`src/rtl/pc_seq_pkg.sv`:
```
// Shared types and constants for the PC sequencer: FSM state encoding,
// counter saturation value, default reset PC and an alignment helper.
package pc_seq_pkg;

  typedef enum logic [2:0] {
    ST_IDLE  = 3'd0,
    ST_RUN   = 3'd1,
    ST_STEP  = 3'd2,
    ST_HALT  = 3'd3,
    ST_FAULT = 3'd4
  } state_e;

  localparam logic [31:0] CNT_SAT          = 32'hFFFF_FFFF;
  localparam logic [31:0] DEFAULT_RESET_PC = 32'h0000_0000;

  function automatic logic misaligned(input logic [31:0] addr);
    return addr[1:0] != 2'b00;
  endfunction

endpackage

```
`src/rtl/sat_counter.sv`:
```
// 32-bit saturating incrementer with async active-low clear; sticks at
// CNT_SAT instead of wrapping.
module sat_counter
  import pc_seq_pkg::*;
(
  input  logic        clk,
  input  logic        rst_n,
  input  logic        inc_i,
  output logic [31:0] cnt_o
);

  logic [31:0] cnt_q;

  always_ff @(posedge clk or negedge rst_n) begin
    if (!rst_n)                         cnt_q <= '0;
    else if (inc_i && cnt_q != CNT_SAT) cnt_q <= cnt_q + 32'd1;
  end

  assign cnt_o = cnt_q;

endmodule

```
`src/rtl/pc_sequencer.sv`:
```
// PC holder and run/halt/step controller feeding a single-cycle core.
// Optional breakpoint logic is built when PC_BREAKPOINT_EN is defined.
module pc_sequencer
  import pc_seq_pkg::*;
#(
  parameter logic [31:0] RESET_PC       = DEFAULT_RESET_PC,
  parameter logic        SELF_LOOP_HALT = 1'b1
) (
  input  logic        clk,
  input  logic        rst_n,
  input  logic [31:0] next_addr_i,
  output logic [31:0] pc_o,
  input  logic        start_i,
  input  logic        step_i,
  input  logic        halt_req_i,
  output logic        exec_en_o,
  output logic [2:0]  state_o,
  output logic [31:0] retired_o,
  output logic        fault_o,
  output logic [31:0] fault_addr_o
`ifdef PC_BREAKPOINT_EN
  ,
  input  logic [31:0] bp_addr_i,
  input  logic        bp_valid_i,
  output logic        bp_hit_o
`endif
);

  state_e      state_q;
  logic [31:0] pc_q;
  logic [31:0] fault_addr_q;
  logic        fault_q;
  logic        step_q;
  logic        step_go;
  logic        bp_block;
  logic        idle_like;

  // A held step must be released before it can trigger another instruction.
  assign step_go   = step_i && !step_q;
  assign idle_like = (state_q == ST_IDLE) || (state_q == ST_HALT);

`ifdef PC_BREAKPOINT_EN
  logic bp_hit_q;
  logic bp_skip_q;

  assign bp_block = (state_q == ST_RUN) && bp_valid_i && (pc_q == bp_addr_i) && !bp_skip_q;

  always_ff @(posedge clk or negedge rst_n) begin
    if (!rst_n) begin
      bp_hit_q  <= 1'b0;
      bp_skip_q <= 1'b0;
    end else begin
      if (idle_like && (start_i || step_go)) bp_hit_q <= 1'b0;
      else if (bp_block)                     bp_hit_q <= 1'b1;
      // Lets a resume from HALT execute the instruction sitting on the breakpoint.
      bp_skip_q <= (state_q == ST_HALT) && start_i;
    end
  end

  assign bp_hit_o = bp_hit_q;
`else
  assign bp_block = 1'b0;
`endif

  assign exec_en_o = ((state_q == ST_RUN) || (state_q == ST_STEP)) && !bp_block;

  always_ff @(posedge clk or negedge rst_n) begin
    if (!rst_n) begin
      state_q      <= ST_IDLE;
      pc_q         <= RESET_PC;
      fault_q      <= 1'b0;
      fault_addr_q <= '0;
      step_q       <= 1'b0;
    end else begin
      step_q <= step_i;
      case (state_q)
        ST_IDLE, ST_HALT: begin
          if (start_i)      state_q <= ST_RUN;
          else if (step_go) state_q <= ST_STEP;
        end
        ST_RUN, ST_STEP: begin
          if (bp_block) begin
            state_q <= ST_HALT;
          end else if (misaligned(next_addr_i)) begin
            state_q      <= ST_FAULT;
            fault_q      <= 1'b1;
            fault_addr_q <= next_addr_i;
          end else begin
            pc_q <= next_addr_i;
            if (state_q == ST_STEP || halt_req_i ||
                (SELF_LOOP_HALT && next_addr_i == pc_q))
              state_q <= ST_HALT;
          end
        end
        default: ;
      endcase
    end
  end

  sat_counter u_retired (
    .clk   (clk),
    .rst_n (rst_n),
    .inc_i (exec_en_o),
    .cnt_o (retired_o)
  );

  assign pc_o         = pc_q;
  assign state_o      = state_q;
  assign fault_o      = fault_q;
  assign fault_addr_o = fault_addr_q;

endmodule

```
`config.mk`:
```
export PLATFORM = sky130hd
export DESIGN_NAME = pc_sequencer
export DESIGN_NICKNAME = d
export VERILOG_FILES = /design/src/rtl/pc_seq_pkg.sv /design/src/rtl/sat_counter.sv /design/src/rtl/pc_sequencer.sv
export SDC_FILE = /design/constraint.sdc
export NUM_CORES = 1
export LEC_CHECK = 0
export ABC_AREA = 0
export ABC_CLOCK_PERIOD_IN_PS = 3650
export CORE_ASPECT_RATIO = 1.25
export CORE_MARGIN = 4
export CORE_UTILIZATION = 51
export CTS_BUF_LIST = sky130_fd_sc_hd__clkbuf_4 sky130_fd_sc_hd__clkbuf_8 sky130_fd_sc_hd__clkbuf_16
export CTS_CLUSTER_SIZE = 14
export DETAILED_ROUTE_END_ITERATION = 7
export PLACE_DENSITY = 0.85
export SLEW_MARGIN = 15
export SYNTH_ARGS = -nofsm -noshare
export SYNTH_HDL_FRONTEND = slang
export SYNTH_SLANG_ARGS = --single-unit
```
`constraint.sdc`:
```
create_clock -name clk -period 3.65 [get_ports clk]
set_input_delay 0.73 -clock clk [delete_from_list [all_inputs] [get_ports clk]]
set_output_delay 0.73 -clock clk [all_outputs]
set_load 0.01 [all_outputs]
```
==> results of run 1 <==
[cells in the final DEF (no fill, tap or decap), drive strengths merged, types with 2 or more instances in the layout]
cell type	instances
nand2b	2
nor4	6
xnor2	48
mux2	60
a41oi	2
clkdlybuf4s50	136
a211o	2
nor3	9
and3	3
buf	5
or2	5
nand3	12
inv	7
dfrtp	101
a31oi	2
nand2	21
nand4	21
xor2	15
nor2b	2
clkbuf	13
nor2	16
[routing by layer]
metal  up-vias  wire (um)  track usage
met5         -          0            0
met3        16        837       0.0547
met4         0        225       0.0942
met1      1614       4490        0.270
li1       1532          -            -
met2       127       5590        0.378
[metrics by stage]
step / utilization / hold WS [ps]
3_5_place_dp: 0.696 / 462
4_1_cts: 0.718 / 439
5_1_grt: 0.718 / 464
3_3_place_gp: 0.696 / 452
2_1_floorplan: - / 434
6_report: 0.718 / 400
[area by class of cell]
type,count,area [um2]
clock buffers,13,154
well taps,120,150
multi-input cells,238,1940
inverters,7,26.3
repair buffers,141,1410
clock inverters,2,35.0
flip-flops and latches,101,2530
fillers,645,2450
[sequential cells by signal, summed over array words and instances, names as in the netlist]
register / cells
fault_addr_o: 32
step_q: 1
state_o: 3
pc_o: 32
fault_o: 1
u_retired.cnt_o: 32
[report_power, final]
part | internal (uW) | switching (uW) | total (uW)
logic | 1080 | 674 | 1750
registers | 1490 | 282 | 1770
clock network | 344 | 356 | 699
total | 2910 | 1310 | 4220
[kinds of logic after synthesis]
family | Yosys count
AO/OA/AOI/OAI | 12
XOR/XNOR | 63
buffers and inverters | 16
AND/OR/NAND/NOR | 102
flip-flops | 101
adder cells (fa/ha/maj) | 1
multiplexers | 60
[worst reg2reg max path: stages, from the launching register on]
cell and delay (ps):
dfrtp_1 420, ha_1 190, nand3_1 180, nor4_1 490, a31o_1 630, nor4_1 140, xor2_1 180
[worst max path at each step]
stage                    start   endpoint  slack [ps]  cells after the start
floorplan           state_o[1]  exec_en_o        1770                      4
global placement    state_o[1]  exec_en_o        1060                      4
detailed placement  state_o[1]  exec_en_o         990                      4
CTS                 state_o[1]  exec_en_o         550                      4
global route        state_o[1]  exec_en_o         390                      4
finish              state_o[1]  exec_en_o         600                      4
[cells in the mapped netlist, types with 2 or more instances]
cell type / number / share of area
buf_4: 6 / 0.0099
mux2_2: 57 / 0.14
buf_2: 2 / 0.0022
a41oi_1: 2 / 0.0038
xor2_1: 15 / 0.029
xnor2_1: 48 / 0.092
nor3_1: 2 / 0.0022
a211o_1: 2 / 0.0038
nor2_1: 15 / 0.012
or2_2: 4 / 0.0055
and3_1: 3 / 0.0041
nand4_1: 20 / 0.027
mux2_1: 3 / 0.0074
nand2_1: 21 / 0.017
nor4_1: 5 / 0.0069
nand3_1: 12 / 0.013
nand2b_1: 2 / 0.0027
inv_1: 7 / 0.0058
nor3_2: 6 / 0.013
nor2b_1: 2 / 0.0027
dfrtp_1: 101 / 0.55
==> results.md, run 1 <==
- Outcome: complete, no violations
- Hold buffers post-CTS: 0
- EDFF count, synth: 0
- Worst R2R Start: u_retired.cnt_o[0]
- Unique masters post-synth: 41
- Seq/Total Area, Yosys: 0.554
- Diodes inserted: 0
- Setup TNS: 0 ps
- Critical Path AT: roughly 2300 ps
- Core area: 8700 um2
- Worst Setup Start Kind: register
- Fraction of registers with async set/reset: 1.00
- Area Growth Syn to Fin: 37.0%
- Synth Flop Type: dfrtp_1
- Period utilisation layout: 0.836
- CP Cell Sequence: xnor2_1, or2_0, inv_1, clkdlybuf4s50_1
- Critical path's top delay family: buffers and inverters
- Synthesized flop and latch total: between 100 and 150
- Worst rel slew slack: 0.569
- P_leak: roughly 0.0026 uW
- Finished Layout Cells: 622
- ANT nets after route: 0
- Routed wire length: 11100 um
- Peak supply drop: around 360 uV
- RSZ-0062 raised after global routing: false
- WS Path Type: register to primary output
- 1st-iter DRT viols: around 110
- Die area: between 10000 and 15000 um2
- Number of detailed-route iterations in the first pass: 4
- P per Cell Area: around 680 nW/um2
- Clock insertion delay at the later pin of the skew report: 360 ps
- Max Cap Violations: 0
- CP Max Fanout: 6
- YS warnings: 0
- Buffers on Ports: around 140
- Design area: ~6200 um2
- Gate Count Post-Synth: between 300 and 400
- Hpwl dp: roughly 8300 um
- Grt total ovfl: 0
- Mapped Nets: approximately 400
- Number of primary I/O pins: 138
- Initial antenna violation count: 0
- Worst path slowest cell: clkdlybuf4s50_1
- Pre-CTS setup slack: slightly below 1000 ps
- Total power: approximately 4200 uW
- Number of CTS-inserted buffers: 9
- DP Cell Count: between 600 and 700
- Setup violators final: 0
- Starting Density: 0.524
- Final min period: just over 3000 ps
- Worst setup EP type: primary output
- Clk slew on worst S/H paths: around 90 ps
- DR DRC count: 0
- Worst R2R End: u_retired.cnt_o[21]
- F_max: roughly 330 MHz
- Largest family of logic cells by synthesized area: multiplexers
- Worst reg2reg path depth: 6
- Mux share of post-synthesis cell area: 0.148
- Layout cell share with drive strength beyond 1: 0.183
- Largest net degree at the start of global routing: approximately 100
- Crit path largest cell delay: approximately 520 ps
- HP Class: input port to async pin
- CTS tree: built
- Total GRT Usage: 0.222
- Final Hold Viols: 0
- RD Place Congestion: 0.844
- Vias: roughly 3300
- Post-CTS Resized: 0
- Post-Synth Simple-Gate Area: 0.130
- H-Tree Level Count: 3
- Post-Synth Adder-Cell Area: 0.00274
- Required @ worst endpoint: slightly below 3000 ps
- Critical path buffers and inverters: 2
- Vias in the first global route: 3565
- Placed Instance Area: between 6000 and 7000 um2
- Syn avg cell area: between 10 and 15 um2
- R2R Setup Slk: about 1300 ps
- Nets: around 540
- Floorplan row count: 38
- Compound-gate portion of the synthesized area: 0.0239
- Global-route wire length before repair: ~18000 um
- XOR/XNOR share of the synthesized area: 0.121
- Post-CTS Setup Inserts: 0
- DR WL/cell: approximately 18 um
- Slew @ Worst Pin: 644 ps
- CTS Buffer Depth: 2
- Die Y: 114 um
- Fin worst setup slack: approximately 600 ps
- Clock Sinks: just over 100
- Final max-slew violation count: 0
- Root buffer cell: clkbuf_8
- DIE WIDTH: between 90 and 100 um
- Post-Syn Area: 4560 um2
- Vias/cell: between 5 and 6
- Final Skew: 9.28 ps
Note: power is estimated with default switching activity, not from simulation.
==> inputs of run 2 (changes only) <==
- ABC_CLOCK_PERIOD_IN_PS: 3650 -> 2900
- CORE_UTILIZATION: 51 -> 47
- PLACE_DENSITY: 0.85 -> 0.79
- clock period: 3.65 -> 2.9 ns (I/O delays scaled with it)
==> run 2 against run 1 <==
- worst hold slack lost 160 ps
- first-iteration DRC count grew 15%
- cell area grew 3.0%
- largest cell class unchanged
- non-clock buffer count grew 4
- wire length shrank 1.4%
- critical path type unchanged
- count of clock-buffer cells in the layout shrank 1
- die area grew 7.8%
- core utilization shrank 2.8 points
==> results.md, run 2 (synthesis gave the netlist of run 1 again) <==
- Outcome: complete, no violations
- CP Cell Sequence: xnor2_1, or2_0, inv_1, clkdlybuf4s50_1
- Placed Instance Area: just over 6000 um2
- Final Skew: 8.48 ps
- Floorplan row count: 39
- Diodes inserted: 0
- Starting Density: 0.489
- RD Place Congestion: 0.842
- Post-CTS Setup Inserts: 0
- Clock insertion delay at the later pin of the skew report: around 340 ps
- Worst Setup Start Kind: register
- Post-CTS Resized: 0
- WS Path Type: register to primary output
- Total power: 5750 uW
- Period utilisation layout: 0.943
- Die Y: between 100 and 150 um
- DR WL/cell: between 15 and 20 um
- Vias/cell: between 5 and 6
- Worst path slowest cell: clkdlybuf4s50_1
- Vias in the first global route: 3541
- Design area: roughly 6400 um2
- Routed wire length: around 11000 um
- Max Cap Violations: 0
- Die area: around 11000 um2
- Initial antenna violation count: 0
- Pre-CTS setup slack: approximately 470 ps
- DIE WIDTH: 96.1 um
- Final Hold Viols: 0
- DP Cell Count: just over 600
- Crit path largest cell delay: between 500 and 600 ps
- CTS tree: built
- Slew @ Worst Pin: between 600 and 700 ps
- Commonest cells after routing, fill and taps aside: clkdlybuf4s50_1, dfrtp_1, mux2_2
- Number of primary I/O pins: 138
- Core area: a little over 9000 um2
- Fin worst setup slack: approximately 170 ps
- RSZ-0062 raised after global routing: false
- F_max: 366 MHz
- CTS Buffer Depth: 2
- DR DRC count: 0
- Area Growth Syn to Fin: 41.1%
- Root buffer cell: clkbuf_16
- Clock Sinks: 101
- Final min period: roughly 2700 ps
- CP Max Fanout: 6
- Total GRT Usage: 0.203
- Critical Path AT: between 2000 and 2500 ps
- Number of CTS-inserted buffers: 9
- Largest net degree at the start of global routing: 46
- HP Class: input port to async pin
- Filler cells: between 600 and 700
- Peak supply drop: 356 uV
- Final max-slew violation count: 0
- Setup violators final: 0
- P per Cell Area: between 800 and 900 nW/um2
- R2R Setup Slk: roughly 500 ps
- Hold buffers post-CTS: 0
- Clk slew on worst S/H paths: 70 ps
- P_leak: between 0.002 and 0.003 uW
- Global-route wire length before repair: about 18000 um
- Hpwl dp: around 8300 um
- Nets: between 500 and 600
- H-Tree Level Count: 3
- Layout cell share with drive strength beyond 1: 0.190
- Required @ worst endpoint: approximately 2300 ps
- Worst setup EP type: primary output
- Number of detailed-route iterations in the first pass: 4
- Most common cell after layout, fill and taps aside: clkdlybuf4s50_1
- Vias: ~3300
- Buffers on Ports: about 140
- Grt total ovfl: 0
- Worst rel slew slack: 0.567
- Setup TNS: 0 ps
- Finished Layout Cells: around 630
- 1st-iter DRT viols: 128
- ANT nets after route: 0
## run 2: changes by cell type in the layout (fill, tap and decap cells not counted)
cell,before,now
clkbuf_16,0,9
clkbuf_8,9,2
clkinv_4,0,1
buf_12,1,2
bufinv_16,1,2
buf_4,4,7
clkbuf_4,4,1
clkinv_2,1,0
## run 2: metal layers
layer / GRT usage / vias up / routed length (um)
met1: 0.252 / 1613 / 4470
met3: 0.0601 / 10 / 1000
li1: - / 1544 / -
met2: 0.335 / 119 / 5390
met4: 0.0667 / 0 / 132
met5: 0 / - / 0
## run 2: cell type report
cell class                      instances  area (um2)  share of cell area
Clock buffer                           12         260              0.0404
Clock inverter                          3        68.8              0.0107
Inverter                                7        26.3             0.00408
Multi-Input combinational cell        238        1940               0.302
Sequential cell                       101        2530               0.393
Tap cell                              123         154              0.0239
Timing Repair Buffer                  145        1450               0.226
## run 2: critical path: cells and delay by family, from the launching register on
family / cells / cell delay [ps]
and+or+nand+nor: 1 / 450
DFF: 1 / 430
buffers and inverters: 2 / 700
xor gates and xnor gates: 1 / 220
## run 2: per-stage QoR
stage	utilization	hold slack (ps)
2_1_floorplan	-	284
3_3_place_gp	0.655	456
3_5_place_dp	0.655	457
4_1_cts	0.690	260
5_1_grt	0.690	288
6_report	0.690	238
## run 2: final timing paths
path | from | to | cells past startpoint
max reg2reg | u_retired.cnt_o[0] | u_retired.cnt_o[13] | 6
max in group asynchronous | rst_n | pc_o[0] | 2
max | state_o[1] | exec_en_o | 4
min in group clk | fault_o | fault_o | 1
min reg2reg | fault_o | fault_o | 1
min | rst_n | fault_addr_o[19] | 1
## run 2: report_power, final
group,switching (uW),internal [uW],leakage [uW]
Sequential,346,1880,0.00128
Clock,499,810,0.000162
Combinational,839,1380,0.00122
